### config.mk
export PLATFORM = sky130hd
export DESIGN_NAME = if_stage
export DESIGN_NICKNAME = d
export VERILOG_FILES = /design/src/rtl/cpu_pkg.sv /design/src/rtl/if_hold_buf.sv /design/src/rtl/if_stage.sv
export SDC_FILE = /design/constraint.sdc
export NUM_CORES = 1
export LEC_CHECK = 0
export BUFFER_PORTS_ARGS = -buffer_cell sky130_fd_sc_hd__buf_4
export CAP_MARGIN = 30
export CORE_MARGIN = 1.5
export CORE_UTILIZATION = 59
export CTS_BUF_LIST = sky130_fd_sc_hd__clkbuf_8
export DETAILED_ROUTE_END_ITERATION = 8
export GPL_TIMING_DRIVEN = 0
export PLACE_DENSITY_LB_ADDON = 0.3
export RECOVER_POWER = 100
export REMOVE_ABC_BUFFERS = 1
export SYNTH_ARGS = -nofsm -noshare
export SYNTH_HDL_FRONTEND = slang
export SYNTH_SLANG_ARGS = --single-unit
### constraint.sdc
create_clock -name clk -period 3.44 [get_ports clk]
set_input_delay 0.688 -clock clk [delete_from_list [all_inputs] [get_ports clk]]
set_output_delay 0.688 -clock clk [all_outputs]
set_load 0.01 [all_outputs]
### src/rtl/cpu_pkg.sv
// ============================================================================
// Module  : cpu_pkg
// Purpose : Shared CPU front-end constants (widths, reset PC, bubble encoding,
//           register-id field positions) and the fetch-mode encoding used by
//           the fetch stage. Decode and hazard logic use the same constants.
// Ports   : none (package)
// Revision: 1.0 - initial release
// ============================================================================
`default_nettype none

package cpu_pkg;

  localparam int          XLEN      = 16;
  localparam int          ILEN      = 16;
  localparam int          REG_ID_W  = 4;
  localparam int          RS_LSB    = 4;
  localparam int          RT_LSB    = 0;
  localparam logic [15:0] RESET_PC  = 16'h0000;
  localparam logic [15:0] NOP_INSTR = 16'h0000;

  // Where the next IF/ID word comes from:
  //   EMPTY  : nothing in flight, a bubble is injected
  //   STREAM : imem_rdata is the word for the previously presented address
  //   HELD   : a word was parked in the hold buffer during a stall
  typedef enum logic [1:0] {
    MODE_EMPTY  = 2'd0,
    MODE_STREAM = 2'd1,
    MODE_HELD   = 2'd2
  } fetch_mode_e;

endpackage

`default_nettype wire

### src/rtl/if_hold_buf.sv
// ============================================================================
// Module  : if_hold_buf
// Purpose : One-entry capture/replay register. Parks the in-flight imem word
//           and its PC while the fetch stage is stalled so the word is not
//           lost when imem moves on.
// Ports   : clk, rst         - clock, synchronous active-high reset
//           capture_i        - load data_i/pc_i and mark valid
//           clear_i          - drop the entry (wins over capture_i)
//           data_i, pc_i     - word and its PC to capture
//           valid_o          - entry holds a word
//           data_o, pc_o     - captured word and PC
// Revision: 1.0 - initial release
// ============================================================================
`default_nettype none

module if_hold_buf
  import cpu_pkg::*;
#(
  parameter int DW = ILEN,
  parameter int AW = XLEN
) (
  input  logic          clk,
  input  logic          rst,
  input  logic          capture_i,
  input  logic          clear_i,
  input  logic [DW-1:0] data_i,
  input  logic [AW-1:0] pc_i,
  output logic          valid_o,
  output logic [DW-1:0] data_o,
  output logic [AW-1:0] pc_o
);

  logic          valid_q, valid_d;
  logic [DW-1:0] data_q,  data_d;
  logic [AW-1:0] pc_q,    pc_d;

  always_comb begin
    valid_d = valid_q;
    data_d  = data_q;
    pc_d    = pc_q;
    if (clear_i) begin
      valid_d = 1'b0;
    end else if (capture_i) begin
      valid_d = 1'b1;
      data_d  = data_i;
      pc_d    = pc_i;
    end
  end

  always_ff @(posedge clk) begin
    if (rst) begin
      valid_q <= 1'b0;
      data_q  <= '0;
      pc_q    <= '0;
    end else begin
      valid_q <= valid_d;
      data_q  <= data_d;
      pc_q    <= pc_d;
    end
  end

  assign valid_o = valid_q;
  assign data_o  = data_q;
  assign pc_o    = pc_q;

endmodule

`default_nettype wire

### src/rtl/if_stage.sv
// ============================================================================
// Module  : if_stage
// Purpose : Instruction fetch stage plus IF/ID pipeline register. Owns the PC,
//           drives a synchronous-read imem (1-cycle latency) and registers
//           {pc, instr, valid} into IF/ID. Stalls on hazard requests, flushes
//           on EX redirects, and parks the in-flight imem word across stalls.
// Ports   : clk, rst            - clock, synchronous active-high reset
//           pc_write_i          - hazard: advance the PC
//           if_id_write_i       - hazard: load IF/ID
//           redirect_valid_i    - EX: taken branch/jump, flush IF/ID
//           redirect_pc_i       - EX: redirect target
//           imem_addr_o         - imem address (current PC)
//           imem_rdata_i        - imem word for last cycle's address
//           if_id_pc_o          - PC of the IF/ID instruction
//           if_id_instr_o       - IF/ID instruction (NOP_INSTR when invalid)
//           if_id_valid_o       - IF/ID holds a real instruction
//           if_id_rs_o/_rt_o    - register-id fields of the IF/ID instruction
// Revision: 1.0 - initial release
// ============================================================================
`default_nettype none

module if_stage #(
  parameter int              XLEN      = 16,
  parameter int              ILEN      = 16,
  parameter logic [XLEN-1:0] RESET_PC  = '0,
  parameter logic [ILEN-1:0] NOP_INSTR = '0,
  parameter int              RS_LSB    = 4,
  parameter int              RT_LSB    = 0
) (
  input  logic            clk,
  input  logic            rst,
  input  logic            pc_write_i,
  input  logic            if_id_write_i,
  input  logic            redirect_valid_i,
  input  logic [XLEN-1:0] redirect_pc_i,
  output logic [XLEN-1:0] imem_addr_o,
  input  logic [ILEN-1:0] imem_rdata_i,
  output logic [XLEN-1:0] if_id_pc_o,
  output logic [ILEN-1:0] if_id_instr_o,
  output logic            if_id_valid_o,
  output logic [3:0]      if_id_rs_o,
  output logic [3:0]      if_id_rt_o
);

  import cpu_pkg::*;

  localparam logic [XLEN-1:0] PC_INC = XLEN'(ILEN / 8);

  // PC and imem response tracking
  logic [XLEN-1:0] pc_q, pc_d;
  logic            rsp_valid_q, rsp_valid_d;
  logic [XLEN-1:0] rsp_pc_q, rsp_pc_d;

  // IF/ID register
  logic [XLEN-1:0] if_id_pc_q, if_id_pc_d;
  logic [ILEN-1:0] if_id_instr_q, if_id_instr_d;
  logic            if_id_valid_q, if_id_valid_d;

  // Hold buffer interface
  logic            hold_capture, hold_clear, hold_valid;
  logic [ILEN-1:0] hold_instr;
  logic [XLEN-1:0] hold_pc;

  logic            advance;
  fetch_mode_e     mode;
  logic [XLEN-1:0] cand_pc;
  logic [ILEN-1:0] cand_instr;
  logic            cand_valid;

  if_hold_buf #(
    .DW (ILEN),
    .AW (XLEN)
  ) u_hold_buf (
    .clk       (clk),
    .rst       (rst),
    .capture_i (hold_capture),
    .clear_i   (hold_clear),
    .data_i    (imem_rdata_i),
    .pc_i      (rsp_pc_q),
    .valid_o   (hold_valid),
    .data_o    (hold_instr),
    .pc_o      (hold_pc)
  );

  // A mismatched pc_write/if_id_write pair is treated as a stall.
  assign advance = pc_write_i & if_id_write_i;

  always_comb begin
    mode = MODE_EMPTY;
    if (hold_valid)       mode = MODE_HELD;
    else if (rsp_valid_q) mode = MODE_STREAM;
  end

  always_comb begin
    cand_pc    = '0;
    cand_instr = NOP_INSTR;
    cand_valid = 1'b0;
    case (mode)
      MODE_HELD: begin
        cand_pc    = hold_pc;
        cand_instr = hold_instr;
        cand_valid = 1'b1;
      end
      MODE_STREAM: begin
        cand_pc    = rsp_pc_q;
        cand_instr = imem_rdata_i;
        cand_valid = 1'b1;
      end
      default: ;
    endcase
  end

  always_comb begin
    pc_d          = pc_q;
    rsp_valid_d   = rsp_valid_q;
    rsp_pc_d      = rsp_pc_q;
    if_id_pc_d    = if_id_pc_q;
    if_id_instr_d = if_id_instr_q;
    if_id_valid_d = if_id_valid_q;
    hold_capture  = 1'b0;
    hold_clear    = 1'b0;

    if (redirect_valid_i) begin
      // Redirect beats a stall: the stalled ID instruction is younger than
      // the redirecting one and must be squashed.
      pc_d          = redirect_pc_i & ~XLEN'(1);
      rsp_valid_d   = 1'b0;
      hold_clear    = 1'b1;
      if_id_pc_d    = '0;
      if_id_instr_d = NOP_INSTR;
      if_id_valid_d = 1'b0;
    end else if (advance) begin
      if_id_pc_d    = cand_pc;
      if_id_instr_d = cand_instr;
      if_id_valid_d = cand_valid;
      rsp_pc_d      = pc_q;
      rsp_valid_d   = 1'b1;
      pc_d          = pc_q + PC_INC;
      hold_clear    = 1'b1;
    end else if (mode == MODE_STREAM) begin
      // imem will keep reading pc_q during the stall, so the word currently
      // on imem_rdata must be parked or it is lost.
      hold_capture  = 1'b1;
      rsp_valid_d   = 1'b0;
    end
  end

  always_ff @(posedge clk) begin
    if (rst) begin
      pc_q          <= RESET_PC;
      rsp_valid_q   <= 1'b0;
      rsp_pc_q      <= '0;
      if_id_pc_q    <= '0;
      if_id_instr_q <= NOP_INSTR;
      if_id_valid_q <= 1'b0;
    end else begin
      pc_q          <= pc_d;
      rsp_valid_q   <= rsp_valid_d;
      rsp_pc_q      <= rsp_pc_d;
      if_id_pc_q    <= if_id_pc_d;
      if_id_instr_q <= if_id_instr_d;
      if_id_valid_q <= if_id_valid_d;
    end
  end

  assign imem_addr_o   = pc_q;
  assign if_id_pc_o    = if_id_pc_q;
  assign if_id_instr_o = if_id_instr_q;
  assign if_id_valid_o = if_id_valid_q;
  assign if_id_rs_o    = if_id_instr_q[RS_LSB +: 4];
  assign if_id_rt_o    = if_id_instr_q[RT_LSB +: 4];

  a_hazard_pair: assert property (@(posedge clk) disable iff (rst || redirect_valid_i)
                                  (pc_write_i == if_id_write_i));

endmodule

`default_nettype wire

# Word-level counts from Yosys, hierarchy flattened
# Cells that the tools add are included.
dict set report totals {
  in_bits 37
  ff_bits 99
  output_inout_bits 57
  word_cells 37
}
dict set report classes {
  n_reduce_logical 7
  n_addsub 1
  eq_ne 2
  n_mux 14
  bitwise 3
}
# operator count
set op_table {}
lappend op_table {{16-bit one-hot mux with 2 select lines} 2}
lappend op_table {{16-bit 2-to-1 mux} 2}
lappend op_table {{16-bit by 2-bit adder with 16-bit output, second input constant} 1}
lappend op_table {{1-bit 2-to-1 mux} 9}
lappend op_table {{2-bit OR reduction} 3}
lappend op_table {{2-bit AND reduction} 2}
lappend op_table {{2-bit nonzero test} 2}
lappend op_table {{2-bit by 1-bit equality test with 1-bit output, second input constant} 1}
lappend op_table {{2-bit equality test, second input constant} 1}
lappend op_table {{2-bit 2-to-1 mux} 1}
lappend op_table {{1-bit NOT} 2}
lappend op_table {{1-bit bitwise AND} 1}

# Longest topological paths before layout
dict set report depth {
  depth_word 7
  depth_mapped 7
  ltp_nobuf 5
}

# By module
# Synthesis repeated with hierarchy kept, for this count alone.
dict set report hier_totals {
  cells_unflattened 510
  hier_area_um2 4326.6
}
# mod cells_per_inst seq_area_each_um2 n_inst area_each_um2
set by_module_without_submodules {}
lappend by_module_without_submodules {if_stage 362 1281.2 1 2835.2}
lappend by_module_without_submodules {if_hold_buf 148 660.6 1 1491.4}

# Worst setup path after synthesis
# No wires, ideal clock.
dict set report synth_timing {
  kind {input-to-reg}
  start {in rst}
  end {reg if_id_instr_q[10] (netlist: if_id_instr_o[10])}
  setup_slack_ps 1739
  arrival_ps 1569
  path_buffers 3
  required_time_ps 3308
  setup_ps 132
  path_stages 5
  cell_sequence {clkbuf_1 or2_1 clkbuf_1 clkbuf_1 nor3_1}
}
dict set report synth_via {
  elab_chain_cells 1
}
# element line
set synth_rtl {}
lappend synth_rtl {{from (decl)} if_stage.sv:31} ;# input logic rst,
lappend synth_rtl {{2-bit OR reduction (no source line)} -}
lappend synth_rtl {{to (signal assigned)} if_stage.sv:161} ;# if_id_instr_q <= if_id_instr_d;
lappend synth_rtl {{to (decl)} if_stage.sv:56} ;# logic [ILEN-1:0] if_id_instr_q, if_id_instr_d;
# Every way passes these cells.
# A chain may end at the register's enable or synchronous reset.

# Worst setup path in the final report
dict set report layout_timing {
  start {reg u_hold_buf.valid_q (netlist: u_hold_buf.valid_o)}
  end {reg u_hold_buf.data_q[5] (netlist: u_hold_buf.data_o[5])}
}
dict set report layout_via {
  elab_chain_cells 6
}
# element line
set layout_rtl {}
lappend layout_rtl {{from (decl)} if_hold_buf.sv:33} ;# logic valid_q, valid_d;
lappend layout_rtl {{from (signal assigned)} if_hold_buf.sv:56} ;# valid_q <= valid_d;
lappend layout_rtl {{2-bit 2-to-1 mux} if_stage.sv:90} ;# if (hold_valid) mode = MODE_HELD;
lappend layout_rtl {{2-bit by 1-bit equality test with 1-bit output} if_stage.sv:140} ;# end else if (mode == MODE_STREAM) begin
lappend layout_rtl {{1-bit 2-to-1 mux} if_stage.sv:140}
lappend layout_rtl {{1-bit 2-to-1 mux} if_stage.sv:132} ;# end else if (advance) begin
lappend layout_rtl {{1-bit 2-to-1 mux} if_stage.sv:123} ;# if (redirect_valid_i) begin
lappend layout_rtl {{2-bit AND reduction (no source line)} -}
lappend layout_rtl {{to (signal assigned)} if_hold_buf.sv:57} ;# data_q <= data_d;
lappend layout_rtl {{to (decl)} if_hold_buf.sv:34} ;# logic [DW-1:0] data_q, data_d;
# Every way passes these cells.

==> run metrics <==
Worst Path Buf+Inv 3; CP Capture Type flip-flop; row count 29; Syn Std Cell Area 0.00386 mm^2; top post-synthesis cells by area dfxtp_1, nand2_1, a221oi_1; Die Footprint 0.00703 mm^2; status completed; simple-gate area share of the yosys netlist 24.0%; DP Wirelength 6050 um; core area 0.00635 mm^2; Num CTS Buffers 9; worst-case clock skew 0.0120 ns; number of synthesized flops with an enable pin 0; overall die width 83.9 um; Mean Syn Cell Area 8.30 um^2; Arrival @ worst endpoint 3.16 ns; first-pass GRT wire length 15500 um; GP Congestion 0.749; Final Non-Filler Cells 609; layout cells sized above 1 11.8%; Hold Path Depth 2; clock slew at reported path FFs 0.09 ns; Setup Crit Path Kind reg2reg; most common cell in the netlist nand2_1; critical path's top delay family simple AND/OR/NAND/NOR gates; Post-CTS Setup Inserts 0; unrepaired setup endpoints after global routing false; met2 wire length 4360 um; CP max stage cell nor2b_2; Pins Over Slew Limit 0; via count 3563; overall global routing resource usage 27.0%; Setup violations, final 0; Hold-fix buffers, CTS 0; Met3 Wirelength 586 um; CTS H-tree depth 3; remaining antenna violation count 0; CTS resizes 0; crit-path cells buf_16 -> nor2b_2 -> buf_8 -> nand3_1 -> clkbuf_2 -> nand2_1 -> a21oi_1; Pwr Total 2020 uW; multiplexer area fraction after synthesis 0%; drt wl/cell 15.0 um; M1 WL 4110 um; residual DRC count 0; share of the synthesized area in the top cell type 49.3%; area grow syn2layout 15.5%; Via density 5.85; Inst Count DP 593; Seq/Total Area, Yosys 49.3%; HP Class reg2reg; clock buffer depth 2; Async SR Flop Fraction 0%; WP data required 3.62 ns; clock sink count 95; maximum capacitance violations 0; GR Overflow Total 0; CTS tree yes; cell count along the critical path 7; # IOs 94; Power Density 452 mW/mm^2; Peak VDD IR 0.298 mV; Detailed Route WL 9150 um; #FFs+latches synth 95; Final Core Density 70.2%; I/O Buffers 90; ant diodes 0; largest net degree at the start of global routing 63; Setup Total Neg Slack 0 ns; largest family of logic cells by synthesized area simple AND/OR/NAND/NOR gates; DRT Pass-1 Iters 5; Synth top cells by count nand2_1, dfxtp_1, a21oi_1, nor2_1, nor3_1; static leakage 0.00152 uW; number of global-route vias before repair 3437; fmax 0.336 GHz; Skew-Pair Late Insertion Delay 0.36 ns; Initial Util 60.7%; dpl cell area 0.00457 mm^2; Post-Synth XOR/XNOR Area 2.72%; Hold Vio Cnt, Final 0; top layer in use met4; Post-Syn Instances 465; Synth Flop Type dfxtp_1; Synth cell types 31; Max-slew headroom 12.8%; root buf cell clkbuf_8; Compound-Gate Fraction of Synth Area 17.1%; CP max stage delay 0.73 ns; area leader, netlist dfxtp_1; fill count 550; crit path max fanout 25; Post-Synth Adder-Cell Area 0.324%; Tcrit/Tclk final 86.5%; nets@finish 565; post-route cell area 0.00446 mm^2; cells on worst reg2reg path 7; Die H 83.9 um; Least-Margin Pin Slew 1.31 ns; initial antenna violation count 0; yosys synthesis warning count 0; critical path startpoint category flip-flop; fin crit period 2.97 ns; DR iter-0 viols 265
==> sequential cells by signal (all words and copies together) (netlist names) <==
| name | count |
|---|---|
| if_id_instr_o | 16 |
| u_hold_buf.data_o | 16 |
| if_id_pc_o | 15 |
| imem_addr_o | 15 |
| rsp_pc_q | 15 |
| u_hold_buf.pc_o | 15 |
| if_id_valid_o | 1 |
| rsp_valid_q | 1 |
| u_hold_buf.valid_o | 1 |
==> worst paths after layout <==
kind                                     startpoint              endpoint  slack [ns]
worst max-delay path             u_hold_buf.valid_o  u_hold_buf.data_o[5]        0.47
worst min-delay path            u_hold_buf.pc_o[15]   u_hold_buf.pc_o[15]        0.46
worst max register to register   u_hold_buf.valid_o  u_hold_buf.data_o[5]        0.47
worst min register to register  u_hold_buf.pc_o[15]   u_hold_buf.pc_o[15]        0.46
==> per-layer routing <==
layer  GRT usage [%]  up-vias
li1                -     1723
met1            33.9     1681
met4            13.1        0
met2            44.1      148
met3            5.74       11
met5               0        -
==> logic make-up after synthesis <==
| family | Yosys count |
|---|---|
| xor gates and xnor gates | 12 |
| other | 1 |
| adders and majority gates | 1 |
| buffers and inverters | 52 |
| and+or+nand+nor | 207 |
| AOI/OAI and AO/OA | 97 |
| DFF | 95 |
==> through the flow <==
stage / setup slack, ns / hold slack [ns]
detailed placement: 0.719 / 0.447
CTS: 0.696 / 0.461
global route: 0.299 / 0.483
finish: 0.465 / 0.460
global placement: -1.36 / 0.441
floorplan: 0.420 / 0.430
==> final cells by class <==
cell class,instances,area (um^2),share of cell area [%]
Clock inverter,6,37.5,0.842
Timing Repair Buffer,98,601,13.5
Multi-Input combinational cell,319,1670,37.4
Inverter,4,15.0,0.337
Clock buffer,10,138,3.09
Tap cell,77,96.3,2.16
Sequential cell,95,1900,42.7
==> power by group <==
part           switching [uW]  leakage [uW]  internal (uW)
registers                31.2      0.000772           1130
clock network             380     0.0000895            279
logic                     115      0.000656           82.6
total                     527       0.00152           1490
==> worst reg2reg max path, stage by stage (launching register included) <==
cell,delay (ns)
dfxtp_1,0.47
buf_16,0.25
nor2b_2,0.73
buf_8,0.25
nand3_1,0.41
clkbuf_2,0.46
nand2_1,0.16
a21oi_1,0.08
==> cells in the final DEF (no fill, tap or decap), types with 2 or more instances in the layout <==
cell	instances
clkinv_2	2
dfxtp_1	95
clkinvlp_4	2
nand4_1	6
nor3_1	33
buf_4	33
inv_1	4
a311oi_1	3
or3_1	2
nand2_1	104
clkbuf_1	58
nor4_1	5
o21ai_1	3
a211oi_2	4
xor2_1	2
nor2_1	47
a21oi_1	49
a211oi_1	7
conb_1	2
clkbuf_8	10
xnor2_1	10
clkbuf_2	2
nand3_1	4
a221oi_1	30
buf_16	4
(Power assumes the default switching activity.)
